<file path="src/rtl/segment_transition_ctl_if.sv">
// Register-file / index-timer side bundle for segment_transition_ctl.
// The master drives the segment request, repeat fields, loop-end pulse, system
// time and GPIO triggers; the slave (the controller) returns segment status.
// Optional debug counter port present only with SEGMENT_TRANSITION_CNT_EN.
interface segment_transition_ctl_if #(
  parameter int REP_WIDTH  = 16,
  parameter int TIME_WIDTH = 64
);
  logic                  update_settings;
  logic                  req_rd_segment;
  logic [7:0]            transition_mode;
  logic [TIME_WIDTH-1:0] transition_value;
  logic [REP_WIDTH-1:0]  rep0;
  logic [REP_WIDTH-1:0]  rep1;
  logic                  loop_end;
  logic [TIME_WIDTH-1:0] sys_time;
  logic [3:0]            gpio_in;
  logic                  segment;
  logic                  swap;
  logic                  stop;
  logic                  pending;
  logic                  bad_mode;
`ifdef SEGMENT_TRANSITION_CNT_EN
  logic [15:0]           swap_cnt;
`endif

  modport master (
    output update_settings, req_rd_segment, transition_mode, transition_value,
           rep0, rep1, loop_end, sys_time, gpio_in,
`ifdef SEGMENT_TRANSITION_CNT_EN
    input  swap_cnt,
`endif
    input  segment, swap, stop, pending, bad_mode
  );

  modport slave (
    input  update_settings, req_rd_segment, transition_mode, transition_value,
           rep0, rep1, loop_end, sys_time, gpio_in,
`ifdef SEGMENT_TRANSITION_CNT_EN
    output swap_cnt,
`endif
    output segment, swap, stop, pending, bad_mode
  );
endinterface

</file>
<file path="src/rtl/segment_transition_ctl.sv">
// Double-buffered segment read sequencer for one playback engine.
// Tracks the active segment and its loop repetitions, holds a pending segment
// request until its transition condition (loop end, system time, GPIO edge or
// EXT auto-alternation) is met, then swaps the active segment for one cycle.
// Optional: define SEGMENT_TRANSITION_CNT_EN to add a 16-bit swap counter.
module segment_transition_ctl #(
  parameter int REP_WIDTH  = 16,
  parameter int TIME_WIDTH = 64
) (
  input logic clk,
  input logic reset_n,
  segment_transition_ctl_if.slave bus
);
  localparam logic [7:0] MODE_SYNC_IDX = 8'h00;
  localparam logic [7:0] MODE_SYS_TIME = 8'h01;
  localparam logic [7:0] MODE_GPIO     = 8'h02;
  localparam logic [7:0] MODE_EXT      = 8'hF0;

  // One extra bit so the all-ones code can mean "infinite" without colliding
  // with the largest finite count (REP all-ones minus one, plus one).
  localparam int                   CNT_WIDTH = REP_WIDTH + 1;
  localparam logic [CNT_WIDTH-1:0] CNT_INF   = '1;
  localparam logic [CNT_WIDTH-1:0] CNT_ONE   = CNT_WIDTH'(1);

  typedef enum logic {ST_RUN, ST_STOPPED} state_t;

  state_t                state;
  logic                  segment;
  logic                  swap;
  logic                  pending;
  logic                  bad_mode;
  logic                  ext_on;
  logic [CNT_WIDTH-1:0]  loop_cnt;
  logic                  pend_seg;
  logic [7:0]            pend_mode;
  logic [TIME_WIDTH-1:0] pend_value;
  logic [3:0]            gpio_s1, gpio_s2, gpio_s3;

  logic       loop_hit, exhaust, cond, trig, auto_swap, do_swap;
  logic       swap_seg, seg_after, mode_ok, req_same, req_new;
  logic [3:0] gpio_rise;

  function automatic logic [CNT_WIDTH-1:0] load_cnt(input logic [REP_WIDTH-1:0] rep);
    return (&rep) ? CNT_INF : ({1'b0, rep} + CNT_ONE);
  endfunction

  function automatic logic [REP_WIDTH-1:0] rep_of(input logic seg);
    return seg ? bus.rep1 : bus.rep0;
  endfunction

  // GPIO trigger inputs: two-flop synchroniser plus one delay stage for edges.
  // NOTE: async inputs pass through two flops before any logic sees them.
  always_ff @(posedge clk or negedge reset_n) begin
    if (!reset_n) begin
      gpio_s1 <= '0;
      gpio_s2 <= '0;
      gpio_s3 <= '0;
    end else begin
      gpio_s1 <= bus.gpio_in;
      gpio_s2 <= gpio_s1;
      gpio_s3 <= gpio_s2;
    end
  end

  // Decide this cycle's loop count, trigger, swap target and request handling.
  always_comb begin
    // NOTE: every output of this block gets a default first so no latch is inferred.
    cond      = 1'b0;
    gpio_rise = gpio_s2 & ~gpio_s3;
    loop_hit  = bus.loop_end && (state == ST_RUN) && (loop_cnt != CNT_INF);
    exhaust   = loop_hit && (loop_cnt == CNT_ONE);
    case (pend_mode)
      MODE_SYNC_IDX, MODE_EXT: cond = bus.loop_end || (state == ST_STOPPED);
      MODE_SYS_TIME:           cond = (bus.sys_time >= pend_value);
      MODE_GPIO:               cond = gpio_rise[pend_value[1:0]];
      default:                 cond = 1'b0;
    endcase
    trig      = pending && cond;
    auto_swap = !trig && exhaust && ext_on;
    do_swap   = trig || auto_swap;
    swap_seg  = trig ? pend_seg : ~segment;
    seg_after = do_swap ? swap_seg : segment;
    mode_ok   = bus.transition_mode inside {MODE_SYNC_IDX, MODE_SYS_TIME, MODE_GPIO, MODE_EXT};
    req_same  = bus.update_settings && mode_ok && (bus.req_rd_segment == seg_after);
    req_new   = bus.update_settings && mode_ok && (bus.req_rd_segment != seg_after);
  end

  // RUN/STOPPED FSM with segment, loop counter and pending request registers.
  // A new request is applied after any swap of the same cycle, so it is judged
  // against the post-swap segment.
  always_ff @(posedge clk or negedge reset_n) begin
    if (!reset_n) begin
      state      <= ST_RUN;
      segment    <= 1'b0;
      swap       <= 1'b0;
      pending    <= 1'b0;
      bad_mode   <= 1'b0;
      ext_on     <= 1'b0;
      loop_cnt   <= CNT_INF;
      pend_seg   <= 1'b0;
      pend_mode  <= MODE_SYNC_IDX;
      pend_value <= '0;
    end else begin
      // NOTE: non-blocking assignments; a later assignment in this block wins.
      swap <= do_swap;
      if (do_swap) begin
        segment  <= swap_seg;
        loop_cnt <= load_cnt(rep_of(swap_seg));
        state    <= ST_RUN;
        pending  <= 1'b0;
        ext_on   <= !trig || (pend_mode == MODE_EXT);
      end else if (loop_hit) begin
        loop_cnt <= loop_cnt - CNT_ONE;
        if (exhaust) state <= ST_STOPPED;
      end

      if (bus.update_settings && !mode_ok) bad_mode <= 1'b1;

      if (req_same) begin
        loop_cnt <= load_cnt(rep_of(seg_after));
        state    <= ST_RUN;
        pending  <= 1'b0;
        ext_on   <= (bus.transition_mode == MODE_EXT);
      end else if (req_new) begin
        pending    <= 1'b1;
        pend_seg   <= bus.req_rd_segment;
        pend_mode  <= bus.transition_mode;
        pend_value <= bus.transition_value;
      end
    end
  end

`ifdef SEGMENT_TRANSITION_CNT_EN
  logic [15:0] swap_cnt;

  // Debug count of segment swaps, wrapping naturally at 16 bits.
  always_ff @(posedge clk or negedge reset_n) begin
    if (!reset_n)     swap_cnt <= '0;
    else if (do_swap) swap_cnt <= swap_cnt + 16'd1;
  end

  assign bus.swap_cnt = swap_cnt;
`endif

  assign bus.segment  = segment;
  assign bus.swap     = swap;
  assign bus.stop     = (state == ST_STOPPED);
  assign bus.pending  = pending;
  assign bus.bad_mode = bad_mode;
endmodule

</file>
<file path="src/flat_wrapper.sv">
// flat-port wrapper written by rule: the top's interface ports become plain ports
module segment_transition_ctl_flat 
#(
  parameter int REP_WIDTH  = 16,
  parameter int TIME_WIDTH = 64
)
  (clk, reset_n, bus_update_settings, bus_req_rd_segment, bus_transition_mode, bus_transition_value, bus_rep0, bus_rep1, bus_loop_end, bus_sys_time, bus_gpio_in, bus_segment, bus_swap, bus_stop, bus_pending, bus_bad_mode);
  segment_transition_ctl_if #(.REP_WIDTH(REP_WIDTH), .TIME_WIDTH(TIME_WIDTH)) bus_i ();
  input logic clk;
  input logic reset_n;
  input wire logic [$bits(bus_i.update_settings)-1:0] bus_update_settings;
  input wire logic [$bits(bus_i.req_rd_segment)-1:0] bus_req_rd_segment;
  input wire logic [$bits(bus_i.transition_mode)-1:0] bus_transition_mode;
  input wire logic [$bits(bus_i.transition_value)-1:0] bus_transition_value;
  input wire logic [$bits(bus_i.rep0)-1:0] bus_rep0;
  input wire logic [$bits(bus_i.rep1)-1:0] bus_rep1;
  input wire logic [$bits(bus_i.loop_end)-1:0] bus_loop_end;
  input wire logic [$bits(bus_i.sys_time)-1:0] bus_sys_time;
  input wire logic [$bits(bus_i.gpio_in)-1:0] bus_gpio_in;
  output wire logic [$bits(bus_i.segment)-1:0] bus_segment;
  output wire logic [$bits(bus_i.swap)-1:0] bus_swap;
  output wire logic [$bits(bus_i.stop)-1:0] bus_stop;
  output wire logic [$bits(bus_i.pending)-1:0] bus_pending;
  output wire logic [$bits(bus_i.bad_mode)-1:0] bus_bad_mode;
  assign bus_i.update_settings = bus_update_settings;
  assign bus_i.req_rd_segment = bus_req_rd_segment;
  assign bus_i.transition_mode = bus_transition_mode;
  assign bus_i.transition_value = bus_transition_value;
  assign bus_i.rep0 = bus_rep0;
  assign bus_i.rep1 = bus_rep1;
  assign bus_i.loop_end = bus_loop_end;
  assign bus_i.sys_time = bus_sys_time;
  assign bus_i.gpio_in = bus_gpio_in;
  assign bus_segment = bus_i.segment;
  assign bus_swap = bus_i.swap;
  assign bus_stop = bus_i.stop;
  assign bus_pending = bus_i.pending;
  assign bus_bad_mode = bus_i.bad_mode;
  segment_transition_ctl #(.REP_WIDTH(REP_WIDTH), .TIME_WIDTH(TIME_WIDTH)) u_core (.clk(clk), .reset_n(reset_n), .bus(bus_i));
endmodule
</file>
<file path="config.mk">
export PLATFORM = sky130hd
export DESIGN_NAME = segment_transition_ctl_flat
export DESIGN_NICKNAME = d
export VERILOG_FILES = /design/src/rtl/segment_transition_ctl_if.sv /design/src/rtl/segment_transition_ctl.sv /design/src/flat_wrapper.sv
export SDC_FILE = /design/constraint.sdc
export NUM_CORES = 1
export LEC_CHECK = 0
export CORE_MARGIN = 8
export CORE_UTILIZATION = 51
export DETAILED_ROUTE_END_ITERATION = 7
export PLACE_DENSITY = 0.82
export SYNTH_ARGS = -nofsm -noshare
export SYNTH_HDL_FRONTEND = slang
export SYNTH_SLANG_ARGS = --single-unit
</file>
<file path="constraint.sdc">
create_clock -name clk -period 5.05 [get_ports clk]
set_input_delay 1.01 -clock clk [delete_from_list [all_inputs] [get_ports clk]]
set_output_delay 1.01 -clock clk [all_outputs]
set_load 0.02 [all_outputs]
</file>
== After elaboration in Yosys (flattened, before gate mapping) ==
Index checks and enable logic that the tools add are counted.
W data, S select, Z words.

* Flip-flop bits (word level): 108
* Input bits: 177
* Output and inout bits: 5
* Logic and storage cells: 81

* $add $sub $neg: 3
* Magnitude comparators: 2
* Equal/unequal tests: 10
* Muxes and demuxes: 21
* Bitwise operators: 5
* Reduce and logical (&&, ||, !) cells: 27

{| class="wikitable"
|+ Operators with widths
! kind !! number
|-
| $mux W17 || 5
|-
| $ge A64 B64 Y1 || 1
|-
| $add A16 B1 Y17 const B || 2
|-
| $mux W16 || 2
|-
| $reduce_and A16 Y1 || 2
|-
| $eq A17 B1 Y1 const B || 1
|-
| $ne A17 B17 Y1 const B || 1
|-
| $sub A17 B1 Y17 const B || 1
|-
| $eq A8 B1 Y1 const B || 2
|-
| $eq A8 B2 Y1 const B || 2
|-
| $eq A8 B8 Y1 const B || 2
|-
| $logic_not A8 Y1 || 2
|-
| $mux W1 || 12
|-
| $logic_and A1 B1 Y1 || 10
|-
| $reduce_bool A3 Y1 || 3
|-
| $and A4 B4 Y4 || 1
|-
| $not A4 Y4 || 1
|-
| $reduce_and A2 Y1 || 2
|-
| $reduce_bool A4 Y1 || 1
|-
| $logic_or A1 B1 Y1 || 3
|-
| $lt A2 B3 Y1 const B || 1
|-
| $not A1 Y1 || 3
|-
| $pmux W1 S3 || 1
|-
| $bmux W1 S2 || 1
|-
| 5 further kinds || 6
|}

== Depth between registers and ports, before layout ==
* Word-level depth: 15
* Depth in mapped cells: 23
* Depth with buffers taken out: 20

== Worst setup path after synthesis ==
Ideal clock, no wire load.

* Path kind: input-to-reg
* Start point: in bus_sys_time[14]
* End point: reg u_core.loop_cnt[5]
* Setup time: 0.077 ns
* Arrival time: 5.241 ns
* Required time: 4.973 ns
* Slack: -0.268 ns
* Stages on the path: 21
* Path buffers: 3
* Path through: ha_1 and4_1 nand2_1 or4_1 a31oi_1 o211a_4 nor3_1 or2_1 buf_2 buf_2 mux2_2 ha_1 clkbuf_1 and3_1 nand2_1 nor2_1 nand2_1 o311a_1 mux2_2 a221o_1 a31oi_1

* Longest elaborated chain between the ends: 12
* Elaborated cells between the ends (all ways): 22
* Those cells by class: add/sub (2); order compare (1); eq/ne (1); mux (9); reduce/logical (9)

{| class="wikitable"
|+ Ends and longest elaborated chain
! element !! RTL line !! RTL
|-
| start, declared || flat_wrapper.sv:18 || <nowiki>input wire logic [$bits(bus_i.sys_time)-1:0] bus_sys_time;</nowiki>
|-
| $ge A64 B64 Y1 * || segment_transition_ctl.sv:74 || <nowiki>MODE_SYS_TIME: cond = (bus.sys_time >= pend_value);</nowiki>
|-
| $pmux W1 S3 * || segment_transition_ctl.sv:72 || <nowiki>case (pend_mode)</nowiki>
|-
| $logic_and A1 B1 Y1 * || segment_transition_ctl.sv:78 || <nowiki>trig = pending && cond;</nowiki>
|-
| $logic_not A1 Y1 || segment_transition_ctl.sv:79 || <nowiki>auto_swap = !trig && exhaust && ext_on;</nowiki>
|-
| $logic_and A1 B1 Y1 (2 in series) || segment_transition_ctl.sv:79 ||
|-
| $logic_or A1 B1 Y1 || segment_transition_ctl.sv:80 || <nowiki>do_swap = trig || auto_swap;</nowiki>
|-
| $mux W1 || segment_transition_ctl.sv:82 || <nowiki>seg_after = do_swap ? swap_seg : segment;</nowiki>
|-
| $mux W16 || segment_transition_ctl.sv:48 || <nowiki>return seg ? bus.rep1 : bus.rep0;</nowiki>
|-
| $add A16 B1 Y17 / $reduce_and A16 Y1 (equally long branches) || segment_transition_ctl.sv:44 || <nowiki>return (&rep) ? CNT_INF : ({1'b0, rep} + CNT_ONE);</nowiki>
|-
| $mux W17 || segment_transition_ctl.sv:44 ||
|-
| $mux W17 || segment_transition_ctl.sv:119 || <nowiki>if (req_same) begin</nowiki>
|-
| end signal, assigned || segment_transition_ctl.sv:108 || <nowiki>loop_cnt <= load_cnt(rep_of(swap_seg));</nowiki>
|-
| end signal, assigned || segment_transition_ctl.sv:113 || <nowiki>loop_cnt <= loop_cnt - CNT_ONE;</nowiki>
|-
| end signal, assigned || segment_transition_ctl.sv:120 || <nowiki>loop_cnt <= load_cnt(rep_of(seg_after));</nowiki>
|-
| end, declared || segment_transition_ctl.sv:33 || <nowiki>logic [CNT_WIDTH-1:0] loop_cnt;</nowiki>
|}

Mark *: on every way between the ends. The rest lies on a longest branch, timed or not.
A chain may end at the register's enable or synchronous reset.

== Final worst setup path ==
* Start point: in bus_sys_time[0]
* End point: reg u_core.loop_cnt[14]

Same word-level chain as after synthesis.

==> reports/metrics.cfg <==
[run_status]
status = finished, final reports clean

[clock_network]
cts-root-buf = clkbuf_16
path_clk_slew_ns = 0.07
clock_path_buffers = 2
cts_sinks = 108
cts_tree = yes
hold_buffers = 0
numCtsBuffers = 9
insertion_delay_ns = 0.37
h-tree-depth = 3

[detailed_routing]
drt-vias-per-instance = 5.79
drtIter0Drc = 391
avgRoutedWirePerCell_um = 18.8
antenna_left = 0
drc = 0
highest_layer = met4
via_count = 7353
dr.pass1.iters = 5
wl_met1_mm = 10.7
dr_wl_met2_mm = 11.2
finalWirelength_mm = 23.8
dr_wl_met3_mm = 1.22

[worst_setup_path]
cp.required_ns = 5.36
crit_type = input port to flip-flop
startpoint_type = input port
critPathMaxStageDelay_ns = 0.45
critPathMaxFanout = 4
crit_slowest_cell = clkdlybuf4s50_1
cpMostUsedCell = buf_4
reg2reg_from = u_core.pend_mode[4]
end_kind = flip-flop
cp_cell_sequence = clkdlybuf4s50_1 > inv_1 > ha_1 > nand2b_1 > a2111oi_2 > or4_1 > a31oi_4 > o211a_4 > buf_4 > nor3_2 > or2_4 > mux2_2 > ha_2 > and3_4 > buf_4 > nor4bb_1 > or3_1 > a32oi_2 > a22o_1
crit_arrival_ns = 5.21
crit_path_start = bus_sys_time[0]

[synthesis]
synth-seq-area-share_pct = 35.3
ys_ff_latch = 108
synthCells = 870
ys.flop_type = dfrtp_1
ys_warn_count = 0
synthTopCellsByArea = dfrtp_1, ha_1, nand3_1, dfstp_2, o21ai_0
synth_area_um2 = 7710
synth_top_area_cell = dfrtp_1
syn_avg_cell_area_um2 = 8.87
synthArstFlopShare_pct = 100
synth_top_area_share_pct = 29.5
synth_edf_count = 0
synthesis.nets = 1116
synth_top_cells_by_count = nand3_1, dfrtp_1, o21ai_0
yosysMostFrequentCell = nand3_1
synth_cell_types = 78

[power]
p_per_area_nw_per_um2 = 350
ir_worst_vdd_v = 0.000226
total_power_w = 0.00367
p_leak_nw = 4.60

[floorplanning]
fp.dieH_um = 139
start_util_pct = 51.5
core_um2 = 15000
rows = 45
die_w_um = 139
ios = 182
die_area_um2 = 19300

[timing]
tns_ns = 0
worst_pin_slew_ns = 0.973
hold_viol = 0
fmax_ghz = 0.204
drv_slew = 0
slew_headroom_pct = 35.1
fin_crit_sh_pct = 97.2
setup_viol_count_final = 0
worst_hold_slack_ns = 0.352
finClkSkew_ns = 0.0129
layout_min_cycle_time_ns = 4.91

[layout]
postLayoutCoreUtil_pct = 70.1
num_antenna_cells = 0
syn_to_final_growth_pct = 36.0
nNetsFinal = 1322
drive_gt1_share_pct = 12.8

[worst_hold_path]
worstHoldStart = u_core.gpio_s1[3]
min_path_type = flip-flop to flip-flop

[global_route]
grt_pass1_vias = 7391
grt_max_degree = 77
antenna_found_initial = 0
gr-total-overflow = 0
grt_use_total_pct = 24.2
grt_pass1_wl_mm = 38.2

[placed_design]
hpwl_mm = 18.1
routabilityCongestion = 0.900
numPortBuffers = 181

[run]
drv_cap = 0

[cell usage in the layout, fill, tap and decap left out, types with 5 or more instances in the layout]
| cell | count |
|---|---|
| a211oi_1 | 6 |
| a21oi_1 | 40 |
| a31oi_1 | 8 |
| and2_1 | 6 |
| and3_1 | 12 |
| and4_1 | 7 |
| buf_4 | 53 |
| clkbuf_16 | 9 |
| clkdlybuf4s50_1 | 179 |
| dfrtp_1 | 91 |
| dfstp_2 | 17 |
| ha_1 | 66 |
| inv_1 | 75 |
| mux2_4 | 8 |
| mux2i_1 | 16 |
| nand2_1 | 43 |
| nand2b_1 | 5 |
| nand3_1 | 98 |
| nand4_1 | 20 |
| nor2_1 | 37 |
| nor2b_1 | 5 |
| nor3_1 | 16 |
| o211ai_1 | 5 |
| o21a_1 | 6 |
| o21ai_0 | 80 |
| o21ai_1 | 5 |
| or3_1 | 8 |
| xnor2_1 | 25 |
| xor2_1 | 22 |
[where the power goes]
part / internal, W / total, W / switching, W
Sequential: 0.00112 / 0.00127 / 0.000150
Clock: 0.000395 / 0.000749 / 0.000354
Combinational: 0.000765 / 0.00165 / 0.000885
[logic make-up after synthesis]
logic type      share of synthesized area, %
simple gates                            20.1
compound gates                          17.2
xor+xnor                                5.55
mux                                     4.44
fa+ha+maj                               11.2
flops                                   35.3
buf+inv                                 6.21
[sequential cells by signal, indices dropped and copies added, names as in the netlist, 4 cells and up]
register           cells
u_core.pend_mode       8
u_core.gpio_s2         4
u_core.gpio_s3         4
u_core.gpio_s1         4
u_core.loop_cnt       17
u_core.pend_value     64
[metal layers]
layer | vias up | track usage, %
li1 | 3555 | -
met1 | 3491 | 31.5
met2 | 259 | 40.4
met3 | 48 | 3.68
met4 | 0 | 7.86
met5 | - | 0
[metrics by stage]
| step | instances | setup WS (ns) | cell area, um2 |
|---|---|---|---|
| 6_report | 1269 | 0.141 | 10500 |
| 5_1_grt | 1269 | -0.0342 | 10500 |
| 4_1_cts | 1267 | 0.0473 | 10400 |
| 3_5_place_dp | 1251 | -0.415 | 10000 |
| 3_3_place_gp | 1251 | -0.336 | 10000 |
| 2_1_floorplan | 870 | 0.00758 | 7740 |
[path summary, 6_finish.rpt]
kind	endpoint	slack (ns)	cells past startpoint
min reg2reg	u_core.gpio_s2[3]	0.35	0
max	u_core.loop_cnt[14]	0.14	19
min	u_core.gpio_s2[3]	0.35	0
min in group asynchronous	u_core.pend_value[13]	0.78	1
max reg2reg	u_core.loop_cnt[5]	0.77	18
max in group asynchronous	u_core.pend_value[51]	3.24	2
[worst max-delay path, delay by kind of cell]
kind	cells	cell delay [ns]
buffers and inverters	4	0.78
AOI/OAI and AO/OA	5	1.15
muxes	1	0.34
and+or+nand+nor	7	1.44
adders and majority gates	2	0.48
[final cells by class]
type / count / area (um2)
inverter: 76 / 285
multi-input combinational: 646 / 4700
clock inverter: 7 / 82.6
timing repair buffer: 235 / 2240
sequential: 108 / 2720
tap: 188 / 235
clock buffer: 9 / 225
fill: 1190 / 4480
[what timing repair did]
item | CTS | global route
resized for setup | 6 | 26
buffers inserted | 0 | 2
setup endpoints to repair | 11 | 17
pin swaps | 1 | 17
(Power assumes the default switching activity.)
==> RTL edit, RTL diff (same settings) <==
`TIME_WIDTH` is set to 64 in 3 places; all go to 128.
--- a/src/rtl/segment_transition_ctl_if.sv
+++ b/src/rtl/segment_transition_ctl_if.sv
@@ -4,7 +4,7 @@
 // Optional debug counter port present only with SEGMENT_TRANSITION_CNT_EN.
 interface segment_transition_ctl_if #(
   parameter int REP_WIDTH  = 16,
-  parameter int TIME_WIDTH = 64
+  parameter int TIME_WIDTH = 128
 );
   logic                  update_settings;
   logic                  req_rd_segment;
--- a/src/rtl/segment_transition_ctl.sv
+++ b/src/rtl/segment_transition_ctl.sv
@@ -5,7 +5,7 @@
 // Optional: define SEGMENT_TRANSITION_CNT_EN to add a 16-bit swap counter.
 module segment_transition_ctl #(
   parameter int REP_WIDTH  = 16,
-  parameter int TIME_WIDTH = 64
+  parameter int TIME_WIDTH = 128
 ) (
   input logic clk,
   input logic reset_n,
--- a/src/flat_wrapper.sv
+++ b/src/flat_wrapper.sv
@@ -2,7 +2,7 @@
 module segment_transition_ctl_flat 
 #(
   parameter int REP_WIDTH  = 16,
-  parameter int TIME_WIDTH = 64
+  parameter int TIME_WIDTH = 128
 )
   (clk, reset_n, bus_update_settings, bus_req_rd_segment, bus_transition_mode, bus_transition_value, bus_rep0, bus_rep1, bus_loop_end, bus_sys_time, bus_gpio_in, bus_segment, bus_swap, bus_stop, bus_pending, bus_bad_mode);
   segment_transition_ctl_if #(.REP_WIDTH(REP_WIDTH), .TIME_WIDTH(TIME_WIDTH)) bus_i ();
Ports: changed (resized bus_sys_time and bus_transition_value); port bits go from 182 to 310. The function was not compared with the original's and may differ.
==> RTL edit against the original RTL <==
The run now ends with setup timing left; wire length up 86%; die area up 48%; maximum frequency down 6.9%; total power up 66%; worst setup slack worse by 360 ps; final area up 77%; critical path type unchanged; critical path depth up 8; sequential cell count up 64; synthesized area up 54%; highest routed layer is now met5.
==> RTL edit: results (changes against the original RTL) <==
metric;value;unit;change
status;finished, violations left;;
failing checks;setup timing;;
Routed WL;44.2;mm;+86%
Clock Latency Late Sink;450;ps;+80 ps
met2 GRT Util;0.516;;+0.112
worst hold endpoint;u_core.gpio_s2[1]$_DFF_PN0_;;
first-pass GRT wire length;68.4;mm;+79%
Final Skew;21.1;ps;+8.22 ps
Non-Filler Instances;2190;;+73%
Final setup viols;15;;+15
drt pass-1 iters;6;;+1
Worst-Margin Slew;1090;ps;+115 ps
DP Worst Slack;-1410;ps;-997 ps
Critical-path top delay cell;mux2_4;;
Max VDD drop;0.195;mV;-14%
Post-Place Cells;2086;;+67%
mux cell area share after synthesis;0.0311;;-0.0133
Reg2Reg Setup Slack;50;ps;-720 ps
final setup margin;-222;ps;-363 ps
area grow syn2layout;55.9;%;
most frequent cells after synthesis;nand2_1, o21ai_0, dfrtp_1;;
worst hold start;u_core.gpio_s1[1]$_DFF_PN0_;;
Leakage;8.15;nW;+77%
Initial DRC Count;1085;;+180%
Seq/Total Area, Yosys;0.363;;+0.0101
fillers;1494;;+26%
Synth area leaders;dfrtp_1, ha_1, nand2_1;;
GRT met1 Usage;0.343;;+0.0279
H-tree Lvls;4;;+1
vias per inst;5.73;;-1.1%
M3 GR Usage;0.0790;;+0.0421
Placement Cell Area;16400;um2;+64%
largest net degree at the start of global routing;114;;+48%
XOR/XNOR Fraction of Synth Area;0.0324;;-0.0231
gr usage total;0.302;;+0.0597
Reg2Reg Depth;26;;+8
final hold slack;354;ps;+2.32 ps
reg2reg start;u_core.pend_value[101]$_DFFE_PN0P_;;
clock buffer count from CTS;17;;+8
Max FO, Critical Path;4;;unchanged
CP startpoint;bus_sys_time[79];;
Mapped Cells;1383;;+59%
setup TNS;-1560;ps;-1560 ps
largest registers;u_core.pend_value (128), u_core.loop_cnt (17), u_core.pend_mode (8);;
fraction of layout instances using a drive strength above 1;0.237;;+0.110
Syn Nets;1821;;+63%
r2r endpoint;u_core.loop_cnt[10]$_DFFE_PN1P_;;
max incr delay on CP;350;ps;-100 ps
vias in the first global route;13100;;+77%
adder-cell share of the synthesized area;0.140;;+0.0278
hpwl dp;32.2;mm;+78%
final net count;2279;;+72%
Synth Area in Compound Gates;0.185;;+0.0137
GPL Wtd Cong;0.951;;+5.7%
-- RTL edit: cell count changes in the layout (fill, tap and decap cells not counted), moves of 18 or more --
cell	change
nand2_1	+179
nor2_1	+18
buf_4	+111
nand3_1	-68
inv_1	+69
dfrtp_1	+64
dlygate4sd2_1	+62
o21ai_0	+73
clkdlybuf4s50_1	+28
ha_4	+65
-- RTL edit: kinds of logic after synthesis --
family,after synthesis
simple gates,456
compound gates,350
flops,172
mux,33
xor+xnor,44
fa+ha+maj,133
buf+inv,195
-- RTL edit: final cells by class --
class,instances,area share
multi-input cells,1016,0.442
repair buffers,488,0.239
flip-flops and latches,172,0.233
clock inverters,14,0.00943
diodes,17,0.00229
clock buffers,18,0.0231
inverters,146,0.0298
well taps,319,0.0215
-- RTL edit: repair_timing --
action	4_1_cts	5_1_grt
endpoints found under the hold margin	0	0
setup buffers	53	6
endpoints found under the setup margin	17	17
pin swaps	148	57
gates resized for setup	300	52
gates cloned	0	0
-- RTL edit: power by group --
group	leakage, nW	total [mW]	internal (mW)	switching, mW
logic	6.09	2.81	1.38	1.42
clock network	0.295	1.37	0.710	0.658
registers	1.77	1.93	1.73	0.192
total	8.15	6.10	3.83	2.28
-- RTL edit: critical path: cells and delay by family --
kind | cells | cell delay (ps)
AOI/OAI and AO/OA | 8 | 1340
buffers and inverters | 8 | 1210
muxes | 4 | 770
and+or+nand+nor | 4 | 620
adders and majority gates | 2 | 500
xor gates and xnor gates | 1 | 170
-- RTL edit: routing by layer --
metal,part of all wire,vias up
li1,-,5814
met1,0.38,5986
met2,0.50,580
met3,0.073,163
met4,0.047,12
met5,0.0015,-
